===== src/rtl/spi_pkg.sv =====
// Shared SPI definitions used by the transmit and receive paths:
// frame state encoding, default word width and the parity helper.
package spi_pkg;

  localparam int SPI_MESSAGE_BITS = 8;

  typedef enum logic [0:0] {
    IDLE  = 1'b0,
    SHIFT = 1'b1
  } spiTxState_t;

  // Even parity over a zero-extended word; extra zero bits do not change the result.
  function automatic logic even_parity(input logic [63:0] word);
    return ^word;
  endfunction

endpackage


===== src/rtl/spi_transmit_if.sv =====
// Load-side handshake into the SPI transmitter: the producer drives a word and
// its valid strobe, and the transmitter answers with ready.
interface spi_transmit_if
  import spi_pkg::*;
#(
  parameter int MESSAGE_BITS = SPI_MESSAGE_BITS
);

  logic [MESSAGE_BITS-1:0] loadData;
  logic                    loadValid;
  logic                    loadReady;

  modport master (output loadData, output loadValid, input loadReady);
  modport slave  (input loadData, input loadValid, output loadReady);

endinterface


===== src/rtl/spi_tx_fifo.sv =====
// Word FIFO in front of the SPI shifter. Pointers wrap modulo DEPTH (a power of
// two); count spans 0..DEPTH so full and empty are distinct.
module spi_tx_fifo #(
  parameter int WIDTH = 8,
  parameter int DEPTH = 4,
  localparam int AW   = $clog2(DEPTH),
  localparam int CW   = AW + 1
) (
  input  logic             clk,
  input  logic             nRst,
  input  logic             push,
  input  logic             pop,
  input  logic [WIDTH-1:0] wdata,
  output logic [WIDTH-1:0] rdata,
  output logic             full,
  output logic             empty,
  output logic [CW-1:0]    count
);

  logic [WIDTH-1:0] mem_r [DEPTH];
  logic [AW-1:0]    wr_ptr_r;
  logic [AW-1:0]    rd_ptr_r;
  logic [CW-1:0]    count_r;
  logic             do_push_s;
  logic             do_pop_s;

  assign full      = (count_r == CW'(DEPTH));
  assign empty     = (count_r == {CW{1'b0}});
  assign count     = count_r;
  assign rdata     = mem_r[rd_ptr_r];
  assign do_push_s = push && !full;
  assign do_pop_s  = pop && !empty;

  // Storage array; written only on an accepted push.
  always_ff @(posedge clk) begin
    if (do_push_s) begin
      mem_r[wr_ptr_r] <= wdata;
    end
  end

  // Pointer and occupancy bookkeeping.
  always_ff @(posedge clk or negedge nRst) begin
    if (!nRst) begin
      wr_ptr_r <= {AW{1'b0}};
      rd_ptr_r <= {AW{1'b0}};
      count_r  <= {CW{1'b0}};
    end else begin
      if (do_push_s) begin
        wr_ptr_r <= wr_ptr_r + AW'(1);
      end
      if (do_pop_s) begin
        rd_ptr_r <= rd_ptr_r + AW'(1);
      end
      case ({do_push_s, do_pop_s})
        2'b10:   count_r <= count_r + CW'(1);
        2'b01:   count_r <= count_r - CW'(1);
        default: count_r <= count_r;
      endcase
    end
  end

endmodule


===== src/rtl/spi_transmit.sv =====
// SPI slave transmitter: queues words and shifts them out MSB first while cs is high,
// back-to-back with no gap. Define SPI_TX_PARITY_EN to append an even-parity bit per frame.
module spi_transmit
  import spi_pkg::*;
#(
  parameter int                    MESSAGE_BITS = SPI_MESSAGE_BITS,
  parameter int                    FIFO_DEPTH   = 4,
  parameter logic [MESSAGE_BITS-1:0] IDLE_PATTERN = {MESSAGE_BITS{1'b0}}
) (
  input  logic                 spiClk,
  input  logic                 nRst,
  input  logic                 cs,
  spi_transmit_if.slave        bus,
  output logic                 sdo,
  output logic                 txDone,
  output logic                 underrun
);

  localparam int CNT_W = (MESSAGE_BITS > 1) ? $clog2(MESSAGE_BITS) : 1;
  localparam int CW    = $clog2(FIFO_DEPTH) + 1;
  localparam logic [CNT_W-1:0] LAST_IDX = CNT_W'(MESSAGE_BITS - 1);

  spiTxState_t             state_r;
  logic [MESSAGE_BITS-1:0] shift_r;
  logic [CNT_W-1:0]        bit_counter_r;
  logic [MESSAGE_BITS-1:0] fifo_rdata_s;
  logic [MESSAGE_BITS-1:0] next_word_s;
  logic [CW-1:0]           fifo_count_s;
  logic                    fifo_full_s;
  logic                    fifo_empty_s;
  logic                    push_s;
  logic                    pop_s;
  logic                    last_bit_s;
`ifdef SPI_TX_PARITY_EN
  logic                    parity_r;
  logic                    parity_phase_r;
`endif

  assign bus.loadReady = !fifo_full_s;
  assign push_s        = bus.loadValid && bus.loadReady;

`ifdef SPI_TX_PARITY_EN
  assign last_bit_s = parity_phase_r;
`else
  assign last_bit_s = (bit_counter_r == {CNT_W{1'b0}});
`endif

  spi_tx_fifo #(
    .WIDTH (MESSAGE_BITS),
    .DEPTH (FIFO_DEPTH)
  ) u_fifo (
    .clk   (spiClk),
    .nRst  (nRst),
    .push  (push_s),
    .pop   (pop_s),
    .wdata (bus.loadData),
    .rdata (fifo_rdata_s),
    .full  (fifo_full_s),
    .empty (fifo_empty_s),
    .count (fifo_count_s)
  );

  // A word is taken on frame start and immediately after the last bit while cs stays high.
  always_comb begin
    pop_s = 1'b0;
    case (state_r)
      IDLE: begin
        if (cs) pop_s = 1'b1;
        else    pop_s = 1'b0;
      end
      SHIFT: begin
        if (cs && last_bit_s) pop_s = 1'b1;
        else                  pop_s = 1'b0;
      end
      default: pop_s = 1'b0;
    endcase
  end

  // Word presented to the shifter: FIFO head, or the idle pattern on underrun.
  always_comb begin
    next_word_s = IDLE_PATTERN;
    if (fifo_empty_s) next_word_s = IDLE_PATTERN;
    else              next_word_s = fifo_rdata_s;
  end

  // Frame FSM and shifter; sdo, txDone and underrun come straight from flops.
  always_ff @(posedge spiClk or negedge nRst) begin
    if (!nRst) begin
      state_r        <= IDLE;
      shift_r        <= {MESSAGE_BITS{1'b0}};
      bit_counter_r  <= LAST_IDX;
      sdo            <= 1'b0;
      txDone         <= 1'b0;
      underrun       <= 1'b0;
`ifdef SPI_TX_PARITY_EN
      parity_r       <= 1'b0;
      parity_phase_r <= 1'b0;
`endif
    end else if (pop_s) begin
      state_r       <= SHIFT;
      shift_r       <= next_word_s;
      bit_counter_r <= LAST_IDX;
      sdo           <= next_word_s[MESSAGE_BITS-1];
      underrun      <= underrun || (fifo_count_s == {CW{1'b0}});
`ifdef SPI_TX_PARITY_EN
      txDone         <= 1'b0;
      parity_r       <= even_parity(64'(next_word_s));
      parity_phase_r <= 1'b0;
`else
      txDone         <= (MESSAGE_BITS == 1);
`endif
    end else if ((state_r == SHIFT) && cs) begin
      state_r <= SHIFT;
`ifdef SPI_TX_PARITY_EN
      if (bit_counter_r == {CNT_W{1'b0}}) begin
        // Bit 0 has been driven; the parity bit closes the frame.
        parity_phase_r <= 1'b1;
        sdo            <= parity_r;
        txDone         <= 1'b1;
      end else begin
        bit_counter_r <= bit_counter_r - CNT_W'(1);
        sdo           <= shift_r[bit_counter_r - CNT_W'(1)];
        txDone        <= 1'b0;
      end
`else
      bit_counter_r <= bit_counter_r - CNT_W'(1);
      sdo           <= shift_r[bit_counter_r - CNT_W'(1)];
      txDone        <= (bit_counter_r == CNT_W'(1));
`endif
    end else begin
      // cs low: idle, or abandon a partial word without re-queuing it.
      state_r       <= IDLE;
      bit_counter_r <= LAST_IDX;
      sdo           <= 1'b0;
      txDone        <= 1'b0;
`ifdef SPI_TX_PARITY_EN
      parity_phase_r <= 1'b0;
`endif
    end
  end

endmodule


===== src/flat_wrapper.sv =====
// flat-port wrapper written by rule: the top's interface ports become plain ports
module spi_transmit_flat import spi_pkg::*;
#(
  parameter int                    MESSAGE_BITS = SPI_MESSAGE_BITS,
  parameter int                    FIFO_DEPTH   = 4,
  parameter logic [MESSAGE_BITS-1:0] IDLE_PATTERN = {MESSAGE_BITS{1'b0}}
)
  (spiClk, nRst, cs, sdo, txDone, underrun, bus_loadData, bus_loadValid, bus_loadReady);
  spi_transmit_if #(.MESSAGE_BITS(MESSAGE_BITS)) bus_i ();
  input  logic spiClk;
  input  logic nRst;
  input  logic cs;
  output logic sdo;
  output logic txDone;
  output logic underrun;
  input wire logic [$bits(bus_i.loadData)-1:0] bus_loadData;
  input wire logic [$bits(bus_i.loadValid)-1:0] bus_loadValid;
  output wire logic [$bits(bus_i.loadReady)-1:0] bus_loadReady;
  assign bus_i.loadData = bus_loadData;
  assign bus_i.loadValid = bus_loadValid;
  assign bus_loadReady = bus_i.loadReady;
  spi_transmit #(.MESSAGE_BITS(MESSAGE_BITS), .FIFO_DEPTH(FIFO_DEPTH), .IDLE_PATTERN(IDLE_PATTERN)) u_core (.spiClk(spiClk), .nRst(nRst), .cs(cs), .bus(bus_i), .sdo(sdo), .txDone(txDone), .underrun(underrun));
endmodule

===== config.mk =====
export PLATFORM = sky130hd
export DESIGN_NAME = spi_transmit_flat
export DESIGN_NICKNAME = d
export VERILOG_FILES = /design/src/rtl/spi_pkg.sv /design/src/rtl/spi_transmit_if.sv /design/src/rtl/spi_tx_fifo.sv /design/src/rtl/spi_transmit.sv /design/src/flat_wrapper.sv
export SDC_FILE = /design/constraint.sdc
export NUM_CORES = 1
export LEC_CHECK = 0
export BUFFER_PORTS_ARGS = -buffer_cell sky130_fd_sc_hd__buf_2
export CAP_MARGIN = 20
export CORE_AREA = 2 2 67 69
export CTS_CLUSTER_DIAMETER = 40
export DETAILED_ROUTE_END_ITERATION = 7
export DIE_AREA = 0 0 69 71
export PLACE_DENSITY = 0.83
export SYNTH_ARGS = -nofsm -noshare
export SYNTH_HDL_FRONTEND = slang
export SYNTH_SLANG_ARGS = --single-unit

===== constraint.sdc =====
create_clock -name spiClk -period 3.42 [get_ports spiClk]
set_input_delay 0.171 -clock spiClk [delete_from_list [all_inputs] [get_ports spiClk]]
set_output_delay 0.171 -clock spiClk [all_outputs]
set_load 0.05 [all_outputs]

Word level (Yosys, flattened, before mapping)
Memory sizes are Yosys's and may differ from the RTL's.
Index checks and enable logic that the tools add are counted.
Word-level totals
  logic and storage cells: 49
  memories kept: 1
  input port bits: 12
  memory bits (writable): 32
  bits in read-only memories: 0
  output and inout port bits: 4
  register bits after elaboration: 22
  latch bits: 0
Memory list
  u_core.u_fifo.mem_r: depth 4, width 8, read ports 1, clocked after Yosys merged registers in 0, wr ports 1, RTL line spi_tx_fifo.sv:20  | logic [WIDTH-1:0] mem_r [DEPTH];
Cells by class
  shifts and indexed selects: 0
  add/subtract/negate cells: 5
  magnitude comparators: 1
  bitwise logic cells: 1
  multiplexer cells: 17
  div/mod/pow operators: 0
  multipliers: 0
  eq/ne operators: 4
  reductions and logical operators: 11
Operators by type and width (count)
  1-bit two-way mux: 11
  8-bit two-way mux: 1
  3-bit zero test: 2
  3-bit two-way mux: 2
  3-bit one-hot mux with 2 select lines: 1
  3-bit by 1-bit subtractor with 3-bit output (second input constant): 2
  1-bit logical AND: 5
  2-bit by 1-bit adder with 2-bit output (second input constant): 2
  3-bit by 4-bit < comparator with 1-bit output (second input constant): 1
  3-bit by 1-bit adder with 3-bit output (second input constant): 1
  1-bit binary-select mux with 3-bit select: 1
  3-bit by 1-bit equality test with 1-bit output (second input constant): 1
  3-bit equality test (second input constant): 1
  2-bit by 1-bit equality test with 1-bit output (second input constant): 1
  2-bit equality test (second input constant): 1
  1-bit zero test: 2
  1-bit one-hot mux with 2 select lines: 1
  2-bit nonzero test: 1
  1-bit logical OR: 1
  1-bit NOT: 1

Logic depth before layout (Yosys ltp)
Gate-level depths: netlist of run 1.
  depth after elaboration: 7
  mapped depth: 11
  mapped depth without buffers: 11

By module
From an unflattened synthesis of run 1, not the netlist that was laid out.
Unflattened totals
  cells, all modules: 133
  area, all modules: 2309.7 µm²
Modules (own cells, without submodules)
  spi_tx_fifo: cells an instance 79, area each 1592.8 µm², seq. area each 1136.1 µm², times used 1
  spi_transmit: cells an instance 54, area each 716.9 µm², seq. area each 379.1 µm², times used 1

Least setup slack after synthesis of run 1
No wires, ideal clock.
  kind: register -> register
  start: register u_core.u_fifo.count_r[1], in the netlist u_core.u_fifo.count[1]
  end: register u_core.u_fifo.count_r[2], in the netlist u_core.u_fifo.count[2]
  data required time: 3.341 ns
  cell stages (with the launch flop): 10
  library setup time: 0.079 ns
  clock period less this slack: 2.176 ns
  arrival time: 2.097 ns
  buffers on the path: 0
  slack: 1.244 ns
  cell sequence: dfrtp_1 > or3b_4 > and2_4 > inv_1 > ha_1 > inv_1 > fa_1 > xor2_1 > nor2_1 > xor2_1
On the way
  cells in the longest elaborated chain, start to end: 6
  elaborated cells between the ends (all ways): 13
  those cells by class: add/sub (2); eq/ne (3); mux (1); reduce/logical (7)
RTL lines
  from (decl): RTL line spi_tx_fifo.sv:23  | logic [CW-1:0] count_r;
  from (signal assigned): RTL line spi_tx_fifo.sv:46  | count_r <= {CW{1'b0}};
  from (signal assigned): RTL line spi_tx_fifo.sv:55  | 2'b10: count_r <= count_r + CW'(1);
  from (signal assigned): RTL line spi_tx_fifo.sv:56  | 2'b01: count_r <= count_r - CW'(1);
  3-bit equality test (*): RTL line spi_tx_fifo.sv:27  | assign full = (count_r == CW'(DEPTH));
  1-bit zero test (*): RTL line spi_transmit.sv:39  | assign bus.loadReady = !fifo_full_s;
  named net bus_loadReady: RTL line flat_wrapper.sv:18  | output wire logic [$bits(bus_i.loadReady)-1:0] bus_loadReady;
  1-bit logical AND: RTL line spi_transmit.sv:40  | assign push_s = bus.loadValid && bus.loadReady;
  1-bit logical AND (*): RTL line spi_tx_fifo.sv:31  | assign do_push_s = push && !full;
  2-bit by 1-bit equality test with 1-bit output or 2-bit equality test (tied branches): RTL line spi_tx_fifo.sv:54  | case ({do_push_s, do_pop_s})
  3-bit one-hot mux with 2 select lines or 2-bit nonzero test (tied branches)
Mark *: on every way through the listed nets, which the timed path passes. The rest lies on a longest branch.
A chain may end at the register's enable or synchronous reset.

Worst setup path after layout of run 1
  start: register u_core.bit_counter_r[0]
  end: register u_core.u_fifo.count_r[1], in the netlist u_core.u_fifo.count[1]
On the way
  cells in the longest elaborated chain, start to end: 7
  elaborated cells between the ends (all ways): 9
  those cells by class: eq/ne (2); mux (3); reduce/logical (4)
RTL lines
  from (decl): RTL line spi_transmit.sv:25  | logic [CNT_W-1:0] bit_counter_r;
  from (signal assigned): RTL line spi_transmit.sv:126  | bit_counter_r <= bit_counter_r - CNT_W'(1);
  3-bit zero test (*): RTL line spi_transmit.sv:45  | assign last_bit_s = (bit_counter_r == {CNT_W{1'b0}});
  1-bit logical AND (*): RTL line spi_transmit.sv:72  | if (cs && last_bit_s) pop_s = 1'b1;
  1-bit two-way mux (*): RTL line spi_transmit.sv:72
  1-bit one-hot mux with 2 select lines (*): RTL line spi_transmit.sv:66  | case (state_r)
  1-bit logical AND (*): RTL line spi_tx_fifo.sv:32  | assign do_pop_s = pop && !empty;
  named net u_core.u_fifo.do_pop_s: RTL line spi_tx_fifo.sv:25  | logic do_pop_s;
  2-bit by 1-bit equality test with 1-bit output or 2-bit equality test (tied branches): RTL line spi_tx_fifo.sv:54
  3-bit one-hot mux with 2 select lines or 2-bit nonzero test (tied branches)
  to (signal assigned): RTL line spi_tx_fifo.sv:55
  to (signal assigned): RTL line spi_tx_fifo.sv:56
  to (signal assigned): RTL line spi_tx_fifo.sv:57  | default: count_r <= count_r;
Marks and branches as above.

==> impl_metrics.toml, run 1 <==
[outcome]
status = "finished clean"

[synth]
syn_inst = 128
ys_seq_elements = 54
ys_types = 33
synth_edf_count = 32
synth_fp_nets = 149
yosysWarnings = 0
synth.avg_cell_area_um2 = 17.37
synthMuxAreaShare_pct = 11.65
synth_fa_ha_area_share_pct = 5.402
synthFlopType = "edfxtp_1"
synth_xor_area_share_pct = 2.757
synth-simple-area-share_pct = 4.558
yosysSeqAreaShare_pct = 68.15
syn_area_um2 = 2223
synth_top_family_by_area = "multiplexers"
synthArstFlopShare_pct = 40.74
synth_compound_area_share_pct = 5.177

[cells_and_area]
layout_commonest_cell = "edfxtp_1"
fin_util_pct = 58.24
final_cell_mix = "edfxtp_1, dfrtp_1, buf_2, inv_1, mux4_2"
nFillCells = 319
drive_above_1_share_pct = 26.85
area_delta_synth_final_pct = 10.13
fin_area_um2 = 2449
n_antenna_cell = 0
fin_nets = 169

[global_routing]
first_global_vias = 1139
gr-total-overflow = 0
grt_pass1_wl_um = 5444
antenna_found_initial = 0
grt_max_degree = 23
grtUsageTotal_pct = 14.86

[power]
intPower_mw = 1.293
clkPwrFrac_pct = 18.5
p_seq_share_pct = 53.8
switchingPower_uw = 586.8
irDropWorstVdd_mv = 0.4173
power_density_nw_per_um2 = 767.5
p_leak_nw = 0.9800
sw_frac_of_total_pct = 31.22
combPwrFrac_pct = 27.7

[drt]
drt_iter0_markers = 51
dr.pass1.iters = 4
totalWireLength_um = 3304
vias = 1116
wl_per_cell_um = 16.44
via_per_inst = 5.552
drc = 0
postRouteAntennaNets = 0

[sta]
fin_tns_setup_ns = 0
hold_viol = 0
fin_worst_skew_ns = 0.006367
slew_violations = 0
rsz0062_at_grt = "no"
min_period_over_period_pct = 68.80
setup_violations = 0
fin_crit_ns = 2.353
max_slew_margin_pct = 54.94
tightest_slew_ns = 0.6714
fmax_mhz = 425.0
holdWs_ns = 0.04357

[floorplan]
die_w_um = 69
die_area_um2 = 4899
boundaryPins = 16
rows = 24
dieHeight_um = 71
core_um2 = 4204
initial_core_util_pct = 52.89

[place]
hpwl_um = 2367
gp_congestion = 0.7646
numPortBuffers = 15
postPlaceCellArea_um2 = 2350

[clock_network]
clockBufferDepth = 2
clk_latency_ns = 0.31
htreeDepth = 2
cts_buffers = 5
tritoncts = "built"
cts_root_buf = "clkbuf_8"
clk_pin_slew_ns = 0.10
cts_sinks = 54
cts_resized = 0

[worst_setup_path]
required_ns = 3.65
slowest_delay_ns = 0.60
worst-path-buf-inv = 3
worstPathMaxFanout = 8
crit_start = "u_core.bit_counter_r[0]"
cpMaxStageDelayCell = "dfstp_2"
crit_family = "adder cells"
path_cells = "inv_1, ha_1, nor2b_1, o211ai_2, inv_2, ha_1, inv_1, fa_1, o21ai_0"
end_kind = "flip-flop"
arrival_ns = 2.59
r2r-start = "u_core.bit_counter_r[0]"
worstSetupPathType = "flip-flop to flip-flop"
startpoint_type = "flip-flop"

[hold_path]
min_from = "cs"
hp-class = "input port to flip-flop"

[run]
maxCapViolations = 0
==> cells in the mapped netlist, drive strengths merged, types with 2 or more instances <==
master	number	share of area, %
edfxtp	32	43
dfrtp	19	21
inv	10	1.7
mux4	9	9.1
ha	8	4.5
a22o	7	2.8
and3	5	1.4
xnor2	5	2.0
nand2	4	0.68
dfstp	3	3.5
mux2i	3	1.4
buf	2	0.45
mux2	2	1.2
o21ai	2	0.45
xor2	2	0.79
==> power by group through the flow <==
stage	clock network, mW	logic, mW	registers [mW]
3_5_place_dp	0	0.533	1.03
4_1_cts	0.359	0.533	1.02
5_1_grt	0.382	0.576	1.04
3_3_place_gp	0	0.503	1.02
2_1_floorplan	0	0.442	0.976
6_report	0.348	0.520	1.01
==> state kept, by name, indices dropped and copies added, names as in the netlist <==
signal / count
u_core.txDone: 1
u_core.underrun: 1
u_core.u_fifo.mem_r: 32
u_core.sdo: 1
u_core.bit_counter_r: 3
u_core.u_fifo.wr_ptr_r: 2
u_core.shift_r: 8
u_core.u_fifo.rd_ptr_r: 2
u_core.state_r: 1
u_core.u_fifo.count: 3
==> per-stage QoR <==
| step | setup WS [ns] | instances | power (mW) |
|---|---|---|---|
| after global placement | 1.161 | 192 | 1.519 |
| final | 1.067 | 201 | 1.879 |
| after CTS | 1.051 | 201 | 1.908 |
| after detailed placement | 1.039 | 192 | 1.562 |
| after floorplan | 1.244 | 128 | 1.417 |
| after global routing | 0.8647 | 201 | 1.995 |
==> metal layers <==
layer	global-route usage, %	part of all wire, %	up-vias
met5	0	0	-
met2	25.32	53	17
met1	17.54	42	570
met3	4.701	3.7	7
li1	-	-	522
met4	6.318	1.5	0
==> cell type report <==
cell class | instances | area [µm²] | area share (%)
clock buffer | 5 | 68.82 | 2.810
clock inverter | 3 | 20.02 | 0.8176
inverter | 10 | 37.54 | 1.533
multi-input combinational | 61 | 656.9 | 26.83
sequential | 54 | 1515 | 61.88
tap | 52 | 65.06 | 2.657
timing repair buffer | 16 | 85.08 | 3.475
==> what timing repair did <==
action | CTS | global route
hold buffers | 1 | 0
buffers inserted | 0 | 0
endpoints found under the hold margin | 19 | 0
==> cell families after synthesis <==
kind of cell | count (synthesis)
compound gates | 14
xor+xnor | 7
fa+ha+maj | 9
buf+inv | 13
flops | 54
mux | 14
simple gates | 17
==> final timing paths <==
check | slack (ns) | endpoint | depth (start not counted)
setup / recovery | 1.07 | u_core.u_fifo.count[1] | 9
min in group asynchronous | 0.35 | u_core.txDone | 2
setup reg to reg | 1.07 | u_core.u_fifo.count[1] | 9
max in group asynchronous | 2.72 | u_core.bit_counter_r[1] | 2
hold / removal | 0.04 | u_core.state_r | 1
hold reg to reg | 0.49 | u_core.underrun | 1
No activity file was read; power rests on OpenSTA's default activity.
==> run 2: changes to the inputs <==
Clock period 3.42 ns to 2.5 ns, I/O delays scaled along.
==> impl_metrics.toml, run 2 (synthesis results as in run 1) <==
[outcome]
status = "finished clean"

[floorplan]
die_w_um = 69
initial_core_util_pct = 52.89
core_um2 = 4204
dieHeight_um = 71
boundaryPins = 16
rows = 24
die_area_um2 = 4899

[drt]
postRouteAntennaNets = 0
via_per_inst = 5.463
totalWireLength_um = 3335
vias = 1109
drc = 0
wl_per_cell_um = 16.43
dr.pass1.iters = 4
drt_iter0_markers = 65

[clock_network]
tritoncts = "built"
clockBufferDepth = 2
htreeDepth = 2
cts_root_buf = "clkbuf_8"
clk_latency_ns = 0.30
cts_buffers = 5
clk_pin_slew_ns = 0.09
cts_sinks = 54

[sta]
fmax_mhz = 428.4
hold_viol = 0
fin_worst_skew_ns = 0.003395
setup_violations = 0
fin_tns_setup_ns = 0
tightest_slew_ns = 0.6619
holdWs_ns = 0.03176
rsz0062_at_grt = "no"
slew_violations = 0
max_slew_margin_pct = 55.57
fin_crit_ns = 2.334
min_period_over_period_pct = 93.37

[place]
hpwl_um = 2367
numPortBuffers = 15
placedCellCount = 192
gp_congestion = 0.7646

[cells_and_area]
largest_reg_flops = 32
fin_nets = 171
largest_register = "u_core.u_fifo.mem_r"
drive_above_1_share_pct = 27.15
final_cell_mix = "edfxtp_1, dfrtp_1, buf_2, inv_1, mux4_2"
multi_input_area_um2 = 656.9
layout_commonest_cell = "edfxtp_1"
instances_no_fill = 203
n_antenna_cell = 0
area_delta_synth_final_pct = 10.92
fin_util_pct = 58.66
largestRegisters = "u_core.u_fifo.mem_r x32, u_core.shift_r x8"
nFillCells = 319
regArea_um2 = 1515

[power]
p_leak_nw = 0.9889
irDropWorstVdd_mv = 0.5697
power_density_nw_per_um2 = 1044

[worst_setup_path]
worstPathMaxFanout = 8
startpoint_type = "flip-flop"
reg2reg_depth = 11
worstSetupPathType = "flip-flop to flip-flop"
required_ns = 2.73
slowest_delay_ns = 0.37
r2r-start = "u_core.bit_counter_r[1]"
end_kind = "flip-flop"
worst-r2r-setup-slack_ns = 0.17
reg2reg_to = "u_core.u_fifo.count[2]"
path_cells = "inv_1, ha_1, nor2b_1, o211ai_2, inv_2, ha_1, inv_1, fa_1, xor2_1, nor2_1, xor2_1"
arrival_ns = 2.57
cpMaxStageDelayCell = "dfstp_2"

[global_routing]
gr-total-overflow = 0
grt_pass1_wl_um = 5457
antenna_found_initial = 0
first_global_vias = 1145
grt_max_degree = 23
grtUsageTotal_pct = 14.89

[hold_path]
min_from = "bus_loadData[0]"
hp-class = "input port to flip-flop"
whs_path_depth = 1
hold_end = "u_core.u_fifo.mem_r[2][0]"

[run]
maxCapViolations = 0
[run 2: cell types whose count changed in the layout (fill, tap and decap cells not counted), sizes merged]
| cell | before | now |
|---|---|---|
| buf | 15 | 16 |
| dlygate4sd3 | 1 | 2 |
[run 2: layout make-up]
| class | instances | area share [%] |
|---|---|---|
| clock buffer | 5 | 2.790 |
| multi-input combinational | 61 | 26.64 |
| inverter | 10 | 1.522 |
| tap | 52 | 2.638 |
| sequential | 54 | 61.44 |
| clock inverter | 3 | 0.8118 |
| timing repair buffer | 18 | 4.160 |
[run 2: metal layers]
layer | global-route usage, % | vias up | wire (µm)
li1 | - | 523 | -
met1 | 17.54 | 557 | 1395
met2 | 25.43 | 23 | 1763
met3 | 4.701 | 6 | 134
met4 | 6.318 | 0 | 42
met5 | 0 | - | 0
[run 2: through the flow]
stage,worst slack (ns),instance area [µm²],total power [mW]
finish,0.1658,2466,2.574
global placement,0.2408,2350,2.078
floorplan,0.3236,2223,1.939
global route,0.0005911,2466,2.735
detailed placement,0.1193,2350,2.137
CTS,0.1307,2459,2.611
[run 2: power by group]
group	switching, mW	internal, mW
Combinational	0.344	0.377
Clock	0.273	0.197
Sequential	0.184	1.20
Total	0.801	1.77
[run 2: worst max path at each step]
stage / end / from
floorplan: u_core.u_fifo.count[2] / u_core.u_fifo.count[1]
global placement: u_core.u_fifo.count[2] / u_core.bit_counter_r[0]
detailed placement: u_core.u_fifo.count[1] / u_core.bit_counter_r[0]
CTS: u_core.u_fifo.count[1] / u_core.bit_counter_r[0]
global route: u_core.u_fifo.count[2] / u_core.bit_counter_r[1]
finish: u_core.u_fifo.count[2] / u_core.bit_counter_r[1]
[run 2: repair_timing]
action / CTS / global route
endpoints found under the setup margin: 0 / 2
hold endpoints to repair: 20 / 0
setup buffers: 0 / 1
gates resized for setup: 0 / 1
hold buffers: 2 / 0
[run 2: worst max-delay path, delay by kind of cell, from the launching register on]
| family | cells | cell delay (ns) |
|---|---|---|
| XOR/XNOR | 2 | 0.31 |
| adder cells (fa/ha/maj) | 3 | 0.74 |
| AND/OR/NAND/NOR | 2 | 0.36 |
| buffers and inverters | 3 | 0.31 |
| AO/OA/AOI/OAI | 1 | 0.17 |
| flip-flops | 1 | 0.37 |
